--- src/rtl/fmax_reduce.sv ---
// Streaming IEEE-754 single-precision max reduction with NaN flag and saturating element count.
// Define FMAX_REDUCE_IDX_EN to add out_idx, the position of the element currently held as the maximum.
module fmax_reduce #(
    parameter int CNT_W = 8
) (
    input  logic             clk,
    input  logic             rst_n,
    input  logic             in_valid,
    input  logic [31:0]      in_data,
    input  logic             in_last,
    output logic             in_ready,
    output logic             out_valid,
    output logic [31:0]      out_data,
    output logic             out_nan,
    output logic [CNT_W-1:0] out_count,
`ifdef FMAX_REDUCE_IDX_EN
    output logic [CNT_W-1:0] out_idx,
`endif
    input  logic             out_ready
);

    typedef enum logic [1:0] {
        IDLE,
        ACCUM,
        DONE
    } state_t;

    localparam logic [31:0]      QNAN      = 32'hFFC00000;
    localparam logic [CNT_W-1:0] COUNT_MAX = '1;

    state_t           state;
    state_t           state_next;
    logic [31:0]      acc;
    logic [CNT_W-1:0] count;
    logic             nan;
    logic             accept;
    logic             acc_nan;
    logic             in_nan;
    logic             acc_zero;
    logic             in_zero;
    logic             take_in;
    logic [31:0]      max_val;

    assign acc_nan  = (acc[30:23] == 8'hFF) && (acc[22:0] != 23'd0);
    assign in_nan   = (in_data[30:23] == 8'hFF) && (in_data[22:0] != 23'd0);
    assign acc_zero = (acc[30:0] == 31'd0);
    assign in_zero  = (in_data[30:0] == 31'd0);
    assign accept   = in_valid && in_ready;

    // take_in also marks the first NaN so the index register can latch its position
    always_comb begin
        take_in = 1'b0;
        max_val = acc;
        if (acc_nan || in_nan) begin
            take_in = in_nan && !acc_nan;
            max_val = QNAN;
        end else if (acc_zero && in_zero) begin
            max_val = {acc[31], 31'b0};
        end else begin
            if (acc != in_data) begin
                if (acc[31] != in_data[31]) begin
                    take_in = acc[31];
                end else if (!acc[31]) begin
                    take_in = (in_data[30:0] > acc[30:0]);
                end else begin
                    take_in = (in_data[30:0] < acc[30:0]);
                end
            end
            max_val = take_in ? in_data : acc;
        end
    end

    always_ff @(posedge clk or negedge rst_n) begin
        if (!rst_n) begin
            state <= IDLE;
        end else begin
            state <= state_next;
        end
    end

    always_comb begin
        state_next = state;
        unique case (state)
            IDLE, ACCUM: begin
                if (accept) begin
                    state_next = in_last ? DONE : ACCUM;
                end
            end
            DONE: begin
                if (out_ready) begin
                    state_next = IDLE;
                end
            end
            default: state_next = IDLE;
        endcase
    end

    always_comb begin
        in_ready  = rst_n && (state != DONE);
        out_valid = (state == DONE);
        out_data  = out_valid ? acc : 32'd0;
        out_nan   = out_valid && nan;
        out_count = out_valid ? count : '0;
    end

    // The first element is stored raw so a one-element NaN keeps its payload
    always_ff @(posedge clk or negedge rst_n) begin
        if (!rst_n) begin
            acc   <= 32'd0;
            count <= '0;
            nan   <= 1'b0;
        end else if (accept) begin
            if (state == IDLE) begin
                acc   <= in_data;
                count <= CNT_W'(1);
                nan   <= in_nan;
            end else begin
                acc   <= max_val;
                count <= (count == COUNT_MAX) ? count : count + CNT_W'(1);
                nan   <= nan | in_nan;
            end
        end
    end

`ifdef FMAX_REDUCE_IDX_EN
    logic [CNT_W-1:0] idx;

    always_ff @(posedge clk or negedge rst_n) begin
        if (!rst_n) begin
            idx <= '0;
        end else if (accept) begin
            if (state == IDLE) begin
                idx <= '0;
            end else if (take_in) begin
                idx <= count;
            end
        end
    end

    assign out_idx = out_valid ? idx : '0;
`endif

endmodule

--- config.mk ---
export PLATFORM = sky130hd
export DESIGN_NAME = fmax_reduce
export DESIGN_NICKNAME = d
export VERILOG_FILES = /design/src/rtl/fmax_reduce.sv
export SDC_FILE = /design/constraint.sdc
export NUM_CORES = 1
export LEC_CHECK = 0
export ABC_AREA = 1
export BUFFER_PORTS_ARGS = -buffer_cell sky130_fd_sc_hd__buf_2
export CAP_MARGIN = 20
export CORE_MARGIN = 5
export CORE_UTILIZATION = 40
export DETAILED_ROUTE_END_ITERATION = 12
export MAX_ROUTING_LAYER = met4
export PLACE_DENSITY = 0.58
export SYNTH_ARGS = -nofsm -noshare
export SYNTH_HDL_FRONTEND = slang
export SYNTH_SLANG_ARGS = --single-unit
--- constraint.sdc ---
create_clock -name clk -period 2.1 [get_ports clk]
set_input_delay 0.21 -clock clk [delete_from_list [all_inputs] [get_ports clk]]
set_output_delay 0.21 -clock clk [all_outputs]
set_load 0.01 [all_outputs]
; ---- Yosys cells after proc, flatten, opt, wreduce, memory -nomap -nowiden
; Cells that the tools add are included.
[totals]
register_bits = 43
output_inout_bits = 43
[classes]
add_sub_neg = 1
order_cmp = 2
eq_ne = 12
n_mux = 18
n_bitwise = 1
n_reduce_logical = 19
[op_table]
columns = cell, n
row1 = $mux W32, 5
row2 = $logic_not A31 Y1, 2
row3 = $reduce_bool A23 Y1, 2
row4 = $ne A32 B32 Y1, 1
row5 = $gt A31 B31 Y1, 1
row6 = $lt A31 B31 Y1, 1
row7 = $eq A8 B8 Y1 const B, 3
row8 = $mux W8, 3
row9 = $add A8 B1 Y8 const B, 1
row10 = $logic_and A1 B1 Y1, 6
row11 = $mux W1, 6
row12 = $mux W2, 3
row13 = $ne A2 B2 Y1 const B, 3
row14 = $reduce_and A2 Y1, 3
row15 = $pmux W2 S2, 1
row16 = $reduce_bool A4 Y1, 1
row17 = $ne A3 B2 Y1 const B, 1
row18 = $reduce_and A3 Y1, 1
row19 = $reduce_bool A3 Y1, 1
row20 = $eq A2 B1 Y1 const B, 1
row21 = $eq A2 B2 Y1 const B, 1
row22 = $logic_not A2 Y1, 1
row23 = $ne A2 B1 Y1 const B, 1
row24 = $reduce_or A2 Y1, 1
row25 = other kinds (3), 3

; ---- Longest topological paths before layout
[logic_depth]
ltp_word = 10
ltp_mapped = 19
mapped_depth_nobuf = 18

; ---- Worst setup path before layout
; No wires, ideal clock.
[synth_timing]
path_type = register -> register
startpoint = register acc[30]
endpoint = register acc[0]
setup_ns = 0.117
arrival_time_ns = 1.750
required_time_ns = 1.983
path_slack_ns = 0.233
path_stages_with_launch = 17
synth_period_minus_slack_ns = 1.867
cell_sequence = dfrtp_1 inv_1 ha_1 nand2_1 nor2_2 nand2_1 nor3_1 nand2_1 nand2_1 nand2_1 nand2_1 nand2_2 nand3_4 nand2_4 buf_6 nand2_1 nand2_1
[synth_between]
elab_chain_cells = 8
[synth_rtl]
columns = element, line_no
row1 = "start, declared", 33  ; logic [31:0] acc;
row2 = "start signal, assigned", 114  ; acc <= in_data;
row3 = "start signal, assigned", 118  ; acc <= max_val;
row4 = $gt A31 B31 Y1 or $lt A31 B31 Y1 (tied branches), "64, 66"
row5 = $mux W1, 63  ; end else if (!acc[31]) begin
row6 = $mux W1, 61  ; if (acc[31] != in_data[31]) begin
row7 = $mux W1, 60  ; if (acc != in_data) begin
row8 = $mux W1, 57  ; end else if (acc_zero && in_zero) begin
row9 = $mux W1, 54  ; if (acc_nan || in_nan) begin
row10 = $reduce_bool A4 Y1 (no source line), --
row11 = $reduce_and A2 Y1 (no source line), --
; Several ways; a longest one is shown, not always the timed one. The select of a mux whose other input is x is not followed.
; A chain may end at the register's enable or synchronous reset.

; ---- Final worst setup path
[layout_timing]
startpoint = register acc[21]
endpoint = register acc[24]
; Same word-level chain as after synthesis.

==> results_dict.tcl <==
set metrics [dict create \
    cts_sinks 43 \
    core-area_mm2 0.00872 \
    wl_per_cell_um 14.7 \
    p_leak_nw 2.73 \
    regArea_mm2 0.00108 \
    synthDistinctLibCells 32 \
    ir_drop_v 0.000402 \
    synth_area_mm2 0.00357 \
    port_buffers 79 \
    die_h_um 104 \
    drc 0 \
    layout-drive-gt1-share 0.331 \
    fin_area_mm2 0.00491 \
    htreeDepth 2 \
    fin_setup_tns_ns -3.72 \
    routabilityCongestion 0.859 \
    place_area_mm2 0.00439 \
    crit_start "acc[21]$_DFFE_PN0P_" \
    hold_ws_ns 0.0634 \
    rsz0062_at_grt "yes" \
    fin_ws_ns -0.142 \
    insertion_delay_ns 0.30 \
    fin_cells 788 \
    critPathArrivalTime_ns 2.49 \
    layout_commonest_cell "nand2_1" \
    finalCritPeriodShare 1.07 \
    crit_required_ns 2.35 \
    p_comb_frac 0.566 \
    dp.cells 768 \
    drtPass1Iterations 4 \
    synth_nets 616 \
    cts_root_buf "clkbuf_8" \
    grt_use_total 0.216 \
    drv_slew 0 \
    fill_cells 877 \
    clk_pin_slew_ns 0.09 \
    dr_wl_met3_um 504 \
    switchingPower_w 0.00186 \
    path_class "reg -> reg" \
    grt.overflow.total 0 \
    violations "negative setup slack" \
    antenna_found_initial 0 \
    p_sw_frac 0.426 \
    grt_pass1_vias 3971 \
    power_density_mw_per_mm2 889 \
    ios 80 \
    postSynthAreaPerCell_um2 6.53 \
    skew_ns 0.00433 \
    p_seq_frac 0.278 \
    routed_wl_um 11600 \
    final_hold_viol_count 0 \
    final_cell_mix "nand2_1, inv_1, buf_2" \
    critPathCaptureType "register" \
    initial_utilization 0.409 \
    wl_met1_um 5120 \
    preCtsSetupSlack_ns -0.0711 \
    postRouteAntennaNets 0 \
    status "finished, violations left" \
    setup_viol 32 \
    synth-seq-cells 43 \
    area_growth_pct 37.5 \
    seq_area_frac_synth 0.301 \
    grt_max_degree 44 \
    syn_inst 547 \
    maxCapViolCount 0 \
    clk_path_buf_depth 2 \
    dieArea_mm2 0.0109 \
    diodes 0 \
    worstReg2RegStart "acc[21]$_DFFE_PN0P_" \
    max-slew-margin-rel 0.610 \
    cp-start-kind "register" \
    yosys_warnings 0 \
    tightest_slew_ns 0.585 \
    pwr-share-clk 0.156 \
    drt_first_iter_violations 188 \
    multiInputGateArea_mm2 0.00230 \
    rows 34 \
    nNetsFinal 748 \
    grt_pass1_wl_um 19200 \
    route.met2.wl_um 5800 \
    max_freq_ghz 0.446 \
    dieWidth_um 104 \
    highest_layer "met4" \
    internal_power_w 0.00251 \
    cts_tree "yes" \
    cts_buffers 5 \
    hpwlAfterDp_um 8590 \
    via_count 3954 \
    fin_crit_ns 2.24 \
    critPathMaxFanout 8 \
    routed_via_density 5.02 \
    hp-class "in -> async" \
]
-- state kept, by name, indices dropped and copies added, names as in the netlist --
| name | cells |
|---|---|
| acc | 32 |
| nan | 1 |
| count | 8 |
| state | 2 |
-- cell families (layout without fill, tap and decap cells) --
family	Yosys count	count (layout)	synth area share
AND/OR/NAND/NOR	313	313	0.384
buffers and inverters	112	245	0.132
AO/OA/AOI/OAI	47	47	0.0704
flip-flops	43	43	0.301
adder cells (fa/ha/maj)	32	32	0.112
-- final cells by class --
class / instances / area share
multi-input cells: 392 / 0.468
flip-flops and latches: 43 / 0.219
repair buffers: 142 / 0.189
inverters: 95 / 0.0736
well taps: 108 / 0.0275
clock buffers: 5 / 0.0140
clock inverters: 3 / 0.00892
-- synthesized netlist by cell type --
| library cell | instances | share of area |
|---|---|---|
| inv_6 | 1 | 0.0025 |
| nand2_2 | 3 | 0.0053 |
| buf_2 | 2 | 0.0028 |
| a21oi_1 | 36 | 0.050 |
| nor2_4 | 1 | 0.0032 |
| a31o_2 | 1 | 0.0025 |
| ha_1 | 32 | 0.11 |
| clkinv_1 | 1 | 0.0011 |
| nor3_2 | 2 | 0.0056 |
| buf_1 | 1 | 0.0011 |
| nand3_4 | 1 | 0.0049 |
| buf_6 | 3 | 0.0095 |
| nand2_4 | 1 | 0.0032 |
| a21o_1 | 2 | 0.0042 |
| o22ai_1 | 1 | 0.0018 |
| o21ai_0 | 5 | 0.0070 |
| nor3_1 | 5 | 0.0070 |
| nand4_1 | 27 | 0.047 |
| o41ai_1 | 1 | 0.0025 |
| dlymetal6s2s_1 | 1 | 0.0035 |
| nand2_1 | 150 | 0.16 |
| nor3b_1 | 1 | 0.0021 |
| nand3_1 | 48 | 0.067 |
| clkbuf_1 | 7 | 0.0074 |
| o21a_1 | 1 | 0.0021 |
| nor2_1 | 70 | 0.074 |
| buf_4 | 2 | 0.0042 |
| nor2_2 | 4 | 0.0070 |
| dfrtp_1 | 43 | 0.30 |
| inv_2 | 4 | 0.0042 |
| dlygate4sd1_1 | 1 | 0.0025 |
| inv_1 | 89 | 0.094 |
-- through the flow --
step                utilization  power (W)
finish                    0.563    0.00437
global route              0.563    0.00474
CTS                       0.538    0.00412
detailed placement        0.503    0.00325
global placement          0.503    0.00319
floorplan                     -    0.00236
-- repair_timing --
action / in CTS / in global routing
gates resized for setup: 35 / 42
gates cloned: 1 / 0
buffers inserted: 4 / 7
endpoints found under the setup margin: 31 / 32
hold buffers: 0 / 0
pin swaps: 9 / 13
-- worst max-delay path, stage by stage (launching register included) --
cell	delay [ns]
dfrtp_1	0.37
inv_2	0.06
ha_4	0.27
nand2_4	0.06
nor2_4	0.11
nand4_1	0.19
buf_4	0.21
nor2_4	0.07
nand2_2	0.07
nand3_2	0.07
nand2_1	0.06
nand2_2	0.10
nand3_4	0.13
nand2_8	0.14
buf_12	0.15
nand2_2	0.05
nand2_1	0.05
-- power groups by stage --
stage	clock network [W]	registers, W	logic [W]
floorplan	0	0.00118	0.00119
global placement	0	0.00120	0.00199
detailed placement	0	0.00121	0.00204
CTS	0.000688	0.00120	0.00223
global route	0.000729	0.00124	0.00277
finish	0.000682	0.00121	0.00247
-- path summary, 6_finish.rpt --
path                                         to  slack [ns]  cells past startpoint
max                         acc[24]$_DFFE_PN0P_       -0.14                     16
min                         acc[20]$_DFFE_PN0P_        0.06                      2
max reg2reg                 acc[24]$_DFFE_PN0P_       -0.14                     16
min reg2reg                 acc[17]$_DFFE_PN0P_        0.48                      2
max in group asynchronous    acc[8]$_DFFE_PN0P_        1.63                      2
min in group clk           state[0]$_DFFE_PN0P_        0.11                      2
-- per-layer routing --
| metal | global-route usage | up-vias |
|---|---|---|
| met2 | 0.366 | 101 |
| met4 | 0.0389 | 0 |
| met1 | 0.280 | 1845 |
| met5 | - | - |
| li1 | - | 1997 |
| met3 | 0.0286 | 11 |
Power figures use the tool's default switching activity.
